--- config.mk ---
export PLATFORM = sky130hd
export DESIGN_NAME = vend_disp_ctrl
export DESIGN_NICKNAME = d
export VERILOG_FILES = /design/src/rtl/vend_disp_ctrl.sv
export SDC_FILE = /design/constraint.sdc
export NUM_CORES = 1
export LEC_CHECK = 0
export BUFFER_PORTS_ARGS = -buffer_cell sky130_fd_sc_hd__clkbuf_2
export CORE_UTILIZATION = 48
export CTS_CLUSTER_SIZE = 14
export DETAILED_ROUTE_END_ITERATION = 10
export HOLD_SLACK_MARGIN = 0.06
export PLACE_DENSITY_LB_ADDON = 0.08
export SLEW_MARGIN = 20
export SYNTH_ARGS = -nofsm -noshare
export SYNTH_HDL_FRONTEND = slang
export SYNTH_SLANG_ARGS = --single-unit
--- constraint.sdc ---
create_clock -name clk -period 4.6 [get_ports clk]
set_input_delay 1.38 -clock clk [delete_from_list [all_inputs] [get_ports clk]]
set_output_delay 1.38 -clock clk [all_outputs]
set_load 0.02 [all_outputs]
--- src/rtl/vend_disp_ctrl.sv ---
// Vending-machine display controller: fixed-priority screen arbiter with hold/lock and a
// time-multiplexed 7-segment scan engine. Define VEND_DISP_BLINK_EN to add per-digit blinking.
module vend_disp_ctrl #(
    parameter int unsigned NUM_SCREENS = 8,
    parameter int unsigned NUM_DIGITS  = 8,
    parameter int unsigned SCAN_DIV    = 100000,
`ifdef VEND_DISP_BLINK_EN
    parameter int unsigned BLINK_DIV   = 25000000,
`endif
    parameter int unsigned MIN_HOLD    = 50000000
) (
    input  logic                                clk,
    input  logic                                rst,
    input  logic                                disp_on,
    input  logic [NUM_SCREENS-1:0]              req,
    input  logic                                lock,
    input  logic [NUM_SCREENS*NUM_DIGITS*4-1:0] scr_data,
`ifdef VEND_DISP_BLINK_EN
    input  logic [NUM_DIGITS-1:0]               blink_mask,
`endif
    output logic [$clog2(NUM_SCREENS)-1:0]      cur_screen,
    output logic                                screen_chg,
    output logic [NUM_DIGITS-1:0]               seg_en,
    output logic [7:0]                          seg_out
);

    localparam int unsigned SW = $clog2(NUM_SCREENS);
    localparam int unsigned DW = (NUM_DIGITS > 1) ? $clog2(NUM_DIGITS) : 1;
    localparam int unsigned PW = (SCAN_DIV > 1) ? $clog2(SCAN_DIV) : 1;
    localparam int unsigned HW = (MIN_HOLD > 1) ? $clog2(MIN_HOLD) : 1;

    localparam logic [PW-1:0] SCAN_LAST  = PW'(SCAN_DIV - 1);
    localparam logic [HW-1:0] HOLD_LOAD  = HW'(MIN_HOLD - 1);
    localparam logic [DW-1:0] DIGIT_LAST = DW'(NUM_DIGITS - 1);

    typedef enum logic [1:0] {StOff, StMain, StActive} state_e;

    state_e        state_q, state_d;
    logic [SW-1:0] screen_d;
    logic [HW-1:0] hold_q, hold_d;
    logic [PW-1:0] presc_q;
    logic [DW-1:0] digit_q;
    logic [SW-1:0] win;
    logic          has_win;
    logic          chg_d;
    logic          blank;
    logic [3:0]    cur_nib;

    logic [3:0] nib [NUM_SCREENS][NUM_DIGITS];

    for (genvar s = 0; s < NUM_SCREENS; s++) begin : g_scr
        for (genvar d = 0; d < NUM_DIGITS; d++) begin : g_dig
            assign nib[s][d] = scr_data[(s*NUM_DIGITS+d)*4 +: 4];
        end
    end

    assign cur_nib = nib[cur_screen][digit_q];

    function automatic logic [7:0] decode(input logic [3:0] v);
        unique case (v)
            4'h0:    decode = 8'h3F;
            4'h1:    decode = 8'h06;
            4'h2:    decode = 8'h5B;
            4'h3:    decode = 8'h4F;
            4'h4:    decode = 8'h66;
            4'h5:    decode = 8'h6D;
            4'h6:    decode = 8'h7D;
            4'h7:    decode = 8'h07;
            4'h8:    decode = 8'h7F;
            4'h9:    decode = 8'h6F;
            4'hA:    decode = 8'h40;
            4'hB:    decode = 8'h73;
            4'hC:    decode = 8'h39;
            default: decode = 8'h00;
        endcase
    endfunction

    // Ascending scan: the last set bit seen is the highest-priority request.
    always_comb begin
        win     = '0;
        has_win = 1'b0;
        for (int unsigned i = 1; i < NUM_SCREENS; i++) begin
            if (req[i]) begin
                win     = SW'(i);
                has_win = 1'b1;
            end
        end
    end

    always_comb begin
        state_d  = state_q;
        screen_d = cur_screen;
        hold_d   = (hold_q != '0) ? hold_q - 1'b1 : '0;
        if (!disp_on) begin
            state_d  = StOff;
            screen_d = '0;
            hold_d   = '0;
        end else begin
            case (state_q)
                StOff: state_d = StMain;
                StMain: begin
                    if (!lock && has_win) begin
                        state_d  = StActive;
                        screen_d = win;
                        hold_d   = HOLD_LOAD;
                    end
                end
                StActive: begin
                    if (!lock) begin
                        if (has_win && win > cur_screen) begin
                            screen_d = win;
                            hold_d   = HOLD_LOAD;
                        end else if (!req[cur_screen] && hold_q == '0) begin
                            if (has_win) begin
                                screen_d = win;
                                hold_d   = HOLD_LOAD;
                            end else begin
                                state_d  = StMain;
                                screen_d = '0;
                            end
                        end
                    end
                end
                default: state_d = StOff;
            endcase
        end
    end

    assign chg_d = (screen_d != cur_screen);

    always_ff @(posedge clk or negedge rst) begin
        if (!rst) begin
            state_q    <= StOff;
            cur_screen <= '0;
            screen_chg <= 1'b0;
            hold_q     <= '0;
            presc_q    <= '0;
            digit_q    <= '0;
            seg_en     <= '0;
            seg_out    <= '0;
        end else begin
            state_q    <= state_d;
            cur_screen <= screen_d;
            screen_chg <= chg_d;
            hold_q     <= hold_d;

            // A new screen always restarts the scan from digit 0.
            if (!disp_on || state_q == StOff || chg_d) begin
                presc_q <= '0;
                digit_q <= '0;
            end else if (presc_q == SCAN_LAST) begin
                presc_q <= '0;
                digit_q <= (digit_q == DIGIT_LAST) ? '0 : digit_q + 1'b1;
            end else begin
                presc_q <= presc_q + 1'b1;
            end

            if (disp_on && state_q != StOff) begin
                seg_en  <= NUM_DIGITS'(1) << digit_q;
                seg_out <= blank ? 8'h00 : decode(cur_nib);
            end else begin
                seg_en  <= '0;
                seg_out <= '0;
            end
        end
    end

`ifdef VEND_DISP_BLINK_EN
    localparam int unsigned BW = (BLINK_DIV > 1) ? $clog2(BLINK_DIV) : 1;
    localparam logic [BW-1:0] BLINK_LAST = BW'(BLINK_DIV - 1);

    logic [BW-1:0] blink_cnt_q;
    logic          blink_q;

    always_ff @(posedge clk or negedge rst) begin
        if (!rst) begin
            blink_cnt_q <= '0;
            blink_q     <= 1'b0;
        end else if (chg_d) begin
            blink_cnt_q <= '0;
            blink_q     <= 1'b0;
        end else if (blink_cnt_q == BLINK_LAST) begin
            blink_cnt_q <= '0;
            blink_q     <= ~blink_q;
        end else begin
            blink_cnt_q <= blink_cnt_q + 1'b1;
        end
    end

    assign blank = blink_q & blink_mask[digit_q];
`else
    assign blank = 1'b0;
`endif

endmodule

==> results of run 1 <==
## power by group through the flow
stage                     Sequential, W  Combinational [W]  Clock [W]
after floorplan                0.000852            0.00129          0
after global placement         0.000855            0.00177          0
after detailed placement       0.000863            0.00179          0
after CTS                      0.000855            0.00181   0.000699
after global routing           0.000874            0.00201   0.000723
final                          0.000856            0.00182   0.000688
## logic make-up (layout without fill, tap and decap cells)
kind of cell    count (synthesis)  after routing  share of synthesized area (%)
flops                          67             67                          27.82
simple gates                  219            219                          19.10
buf+inv                        59            337                          4.007
xor+xnor                       34             34                          4.942
other cells                     1              9                        0.06223
compound gates                111            111                          12.46
mux                            81             81                          27.24
fa+ha+maj                      21             21                          4.360
## layer usage
metal	share of wire (%)	global-route usage (%)	up-vias
met3	11	14.24	45
met4	3.5	19.05	0
met5	0	0	-
met1	39	47.00	3018
met2	46	54.34	337
li1	-	-	2809
## per-stage QoR
step           TNS [ps]  instances  instance area (um2)
5_1_grt               0       1046                 7983
6_report              0       1047                 7985
3_3_place_gp     -10.27       1023                 7649
3_5_place_dp     -825.1       1023                 7655
2_1_floorplan         0        593                 6026
4_1_cts               0       1039                 7960
## final timing paths
path                       cells after the start          start            end  slack, ps
setup / recovery                              11         req[4]     digit_q[2]        370
hold / removal                                 1     presc_q[0]     presc_q[0]        510
setup reg to reg                              10  cur_screen[2]     presc_q[5]        860
hold reg to reg                                1     presc_q[0]     presc_q[0]        510
max in group asynchronous                      2            rst  cur_screen[0]       2730
min in group asynchronous                      2            rst      hold_q[5]       1240
## placed cells by master (no fill, tap or decap), types with 3 or more instances in the layout
master / netlist / final
clkbuf_2: 0 / 286
mux4_2: 66 / 66
dfrtp_1: 67 / 64
nor2_1: 55 / 55
nand2_1: 52 / 52
o21ai_0: 39 / 39
and2_1: 23 / 23
ha_1: 21 / 21
xor2_1: 20 / 20
buf_4: 1 / 17
nand3_1: 16 / 16
inv_1: 15 / 15
xnor2_1: 14 / 14
and3_1: 11 / 11
nor3_1: 12 / 11
mux2i_1: 11 / 11
clkbuf_16: 0 / 9
diode_2: 0 / 8
a21oi_1: 8 / 8
a211oi_1: 8 / 8
nand4_1: 8 / 8
nor3_2: 8 / 8
a21boi_0: 6 / 6
o22ai_1: 6 / 6
a31oi_1: 6 / 6
nor4_1: 5 / 5
nor2b_1: 5 / 5
o211ai_1: 5 / 5
mux2_2: 4 / 4
or4_4: 4 / 4
or4_1: 4 / 4
nand2b_1: 4 / 4
o221ai_1: 3 / 3
or3_1: 3 / 3
## registers in the layout (all words and copies together) (netlist names)
register and count:
presc_q 17, seg_en 8, state_q 2, cur_screen 3
hold_q 26, digit_q 3, screen_chg 1, seg_out 7
## cell type report
cell class                      count  area [um2]
Fill cell                        1020        4126
Tap cell                          168       210.2
Clock inverter                      4       48.80
Clock buffer                       12       256.5
Multi-Input combinational cell    467        4124
Timing Repair Buffer              304        1579
Antenna cell                        8       20.02
Inverter                           17       63.81
Sequential cell                    67        1683
## critical path, delay by kind of cell
family          cells  cell delay (ps)
buf+inv             1              100
fa+ha+maj           1              330
simple gates        4             1180
compound gates      5             1470
## timing repair
| item | CTS | global route |
|---|---|---|
| setup endpoints to repair | 0 | 4 |
| gates resized for setup | 0 | 1 |
| buffers inserted | 0 | 0 |
| hold buffers | 0 | 0 |
==> metrics.md, run 1 <==
| Metric | Value |
|---|---|
| Vias in the first global route | `6261` |
| Area Growth Syn to Fin | `32.52%` |
| Most common cell in the netlist | `dfrtp_1` |
| CP cell instances | `clkbuf_2 > o31ai_2 > ha_1 > nor2b_1 > o21ai_0 > a211oi_1 > nor3_1 > nor4bb_1 > a2111o_1 > or4_4 > a211oi_2` |
| Skew final | `5.038 ps` |
| Fin. max-slew vios | `0` |
| Setup WS pre-CTS | `-111.1 ps` |
| TritonCTS clock tree | `done` |
| Initial antenna violation count | `8` |
| Post-synth top area share | `27.82%` |
| Peak supply drop | `221.8 uV` |
| Syn Area/Cell | `10.16 um2` |
| Initial Util | `49.75%` |
| Hold_ws | `514.2 ps` |
| Die X | `114.0 um` |
| Post-route ant nets | `0` |
| Starting DRT DRC Count | `470` |
| Synthesized Nets | `882` |
| DR vias | `6209` |
| IO buf count | `286` |
| Setup Crit Path Kind | `input pin to flop` |
| Post-layout util | `65.93%` |
| Final wirelength | `23.17 mm` |
| Nets | `1155` |
| Worst setup SP type | `input pin` |
| Switching share of power | `40.71%` |
| Clock buffer depth | `2` |
| Internal power | `0.001994 W` |
| Relative slew slack | `44.44%` |
| Critical Path AT | `4470 ps` |
| Num rows | `40` |
| Dpl hpwl | `19.04 mm` |
| Asr flop ratio synth | `100.0%` |
| Worst hold path class | `flop to flop` |
| CP max FO | `20` |
| Maximum clock rate | `236.3 MHz` |
| Global-route wire length before repair | `35.11 mm` |
| Final Worst Setup Slack | `368.2 ps` |
| Clock Sinks | `67` |
| Crit. End Element | `flop` |
| Pre-antenna DRT Iters | `5` |
| Post-DR wirelength/cell | `22.13 um` |
| EDFF count, synth | `0` |
| Ys flop type | `dfrtp_1` |
| Period Utilization, post-route | `92.00%` |
| Synth warnings | `0` |
| Finish-stage setup viols | `0` |
| Clock Latency Late Sink | `330 ps` |
| Post-synthesis cell type count | `68` |
| DRC Markers | `0` |
| RSZ-0062 raised after global routing | `false` |
| Routed vias/inst | `5.930` |
| Die Y | `114.0 um` |
| Net Switching | `0.001370 W` |
| Synth top area cells | `dfrtp_1 (28%), mux4_2 (25%), ha_1 (4.4%), nor2_1 (3.4%), o21ai_0 (3.2%)` |
| GRT overflow | `0` |
| LEAKAGE | `3.733 nW` |
| Root buf cell | `clkbuf_16` |
| Routability congestion estimate | `0.9718` |
| CP peak stage delay | `660 ps` |
| Htree depth | `3` |
| Max-Cap Viols | `0` |
| Synth cell count leaders | `dfrtp_1 (67), mux4_2 (66), nor2_1 (55)` |
| Critical path's slowest cell | `or4_4` |
| Final Hold Fails | `0` |
| Total I/O pin count | `288` |
| Die ar. | `13010 um2` |
| Clock-pin slew on the worst setup and hold paths | `50 ps` |
| Post-Synthesis Cells | `593` |
| Required @ worst endpoint | `4840 ps` |
| Syn Std Cell Area | `6026 um2` |
| Sequential fraction of the synthesis area | `27.82%` |
| Total power | `0.003364 W` |
| Slew @ Worst Pin | `833.5 ps` |
| Largest net degree at the start of global routing | `70` |
| Core outline area | `12110 um2` |
| Status | `completed` |
| Clock Power Share | `20.5%` |
| Fraction of layout cells with a size suffix above 1 | `47.30%` |
| GRT Total Usage | `36.85%` |
| Tmin final | `4232 ps` |
| Flop pwr share | `25.5%` |
| Area leader, netlist | `dfrtp_1` |
| P per Cell Area | `421.3 nW/um2` |
| Combinational share of power | `54.1%` |
| Synthesis-stage register bit count | `67` |
| CTS Buf Count | `9` |
Power figures use the tool's default switching activity.
==> run 2: changes to the inputs <==
Settings changed: CELL_PAD_IN_SITES_DETAIL_PLACEMENT set to 0, CELL_PAD_IN_SITES_GLOBAL_PLACEMENT set to 2, CORE_UTILIZATION 48 to 27.
==> metrics.md, run 2 (synthesized netlist as in run 1, its figures left out) <==
| Metric | Value |
|---|---|
| Status | `completed` |
| Skew final | `7.948 ps` |
| Area after DPL | `7776 um2` |
| Final instance area | `8065 um2` |
| TritonCTS clock tree | `done` |
| Core outline area | `21820 um2` |
| Num rows | `54` |
| Worst setup SP type | `input pin` |
| GRT overflow | `0` |
| Clock buffer depth | `2` |
| Sum Neg Setup Slack | `0 ps` |
| Dpl hpwl | `20.91 mm` |
| IO buf count | `286` |
| Fin. max-slew vios | `0` |
| Total I/O pin count | `288` |
| Clock-pin slew on the worst setup and hold paths | `50 ps` |
| Most flops, register | `hold_q` |
| DRC Markers | `0` |
| Routability congestion estimate | `0.8603` |
| Peak supply drop | `171.1 uV` |
| Largest net degree at the start of global routing | `49` |
| RSZ-0062 raised after global routing | `false` |
| Initial antenna violation count | `5` |
| CP max FO | `20` |
| Pre-antenna DRT Iters | `5` |
| Htree depth | `3` |
| Area Growth Syn to Fin | `33.85%` |
| Final Hold Fails | `0` |
| Worst hold path class | `flop to flop` |
| Required @ worst endpoint | `4840 ps` |
| Critical Path AT | `4390 ps` |
| Relative slew slack | `48.53%` |
| Maximum clock rate | `240.8 MHz` |
| Final cell count without fillers | `1153` |
| Post-Place Cells | `1135` |
| Fraction of layout cells with a size suffix above 1 | `47.07%` |
| Total power | `0.003306 W` |
| PostCTS Resize Cnt | `0` |
| Die X | `151.4 um` |
| DR vias | `6097` |
| Post-route ant nets | `0` |
| Slew @ Worst Pin | `770.4 ps` |
| Finish-stage setup viols | `0` |
| Post-DR wirelength/cell | `21.95 um` |
| Global-route wire length before repair | `37.50 mm` |
| Root buf cell | `clkbuf_16` |
| Crit. End Element | `flop` |
| Leading cell type in the layout, fill and taps excluded | `clkbuf_2` |
| Largest regs | `hold_q (26), presc_q (17), seg_en (8)` |
| Number of setup buffers added after CTS | `0` |
| CP cell instances | `clkbuf_2 > nor2_1 > o31ai_1 > ha_1 > nor2b_1 > o21ai_0 > a211oi_1 > nor3_1 > nor4bb_1 > a2111o_1 > or4_4 > a211oi_2` |
| Most frequent cells in the layout | `clkbuf_2 (285), mux4_2 (66), dfrtp_1 (64)` |
| LEAKAGE | `3.704 nW` |
| Period Utilization, post-route | `90.26%` |
| Routed vias/inst | `5.288` |
| GRT Total Usage | `22.25%` |
| Max reg flops | `26` |
| Initial Util | `27.61%` |
| Final wirelength | `25.31 mm` |
| Setup Crit Path Kind | `input pin to flop` |
| Vias in the first global route | `6261` |
| Clock Sinks | `67` |
| Post-layout util | `36.96%` |
| Die ar. | `22920 um2` |
| Nets | `1155` |
| Tmin final | `4152 ps` |
| P per Cell Area | `409.9 nW/um2` |
| Die Y | `151.4 um` |
| Critical path's slowest cell | `or4_4` |
| Max-Cap Viols | `0` |
| Clock Latency Late Sink | `330 ps` |
| CP peak stage delay | `660 ps` |
| CTS Hold Bufs | `0` |
| CTS Buf Count | `9` |
| Starting DRT DRC Count | `266` |
run 2: worst paths after layout:
kind / startpoint / endpoint / slack [ps] / depth (start not counted)
setup / recovery: req[2] / digit_q[2] / 450 / 12
hold / removal: presc_q[0] / presc_q[0] / 510 / 1
setup reg to reg: hold_q[16] / digit_q[2] / 880 / 8
hold reg to reg: presc_q[0] / presc_q[0] / 510 / 1
max in group asynchronous: rst / seg_en[0] / 2780 / 2
min in group asynchronous: rst / hold_q[11] / 1050 / 1
run 2: worst max-delay path: cells and delay by family:
| kind | cells | cell delay [ps] |
|---|---|---|
| and+or+nand+nor | 5 | 1180 |
| AOI/OAI and AO/OA | 5 | 1380 |
| adders and majority gates | 1 | 320 |
| buffers and inverters | 1 | 120 |
run 2: area by class of cell:
class,instances,area [um2]
antenna,2,5.005
clock buffer,14,264.0
clock inverter,2,10.01
fill,2238,13760
inverter,17,63.81
multi-input combinational,467,4120
sequential,67,1683
tap,280,350.3
timing repair buffer,304,1569
run 2: power breakdown:
part / switching (W) / internal (W) / total (W)
registers: 0.000130 / 0.000721 / 0.000850
clock network: 0.000236 / 0.000393 / 0.000629
logic: 0.00100 / 0.000823 / 0.00183
run 2: per-stage QoR:
step | hold slack (ps) | worst slack, ps
global route | 539.9 | 83.22
CTS | 516.9 | 541.8
detailed placement | 505.2 | 193.6
global placement | 504.7 | 257.4
floorplan | 468.6 | 408.9
finish | 514.0 | 447.9
run 2: metal layers:
layer  vias up  track usage [%]  share of wire, %
met5         -                0              0.14
met4         6            4.650               1.0
met3        22            4.880               6.1
met2       216            36.74                50
met1      3057            29.67                43
li1       2796                -                 -
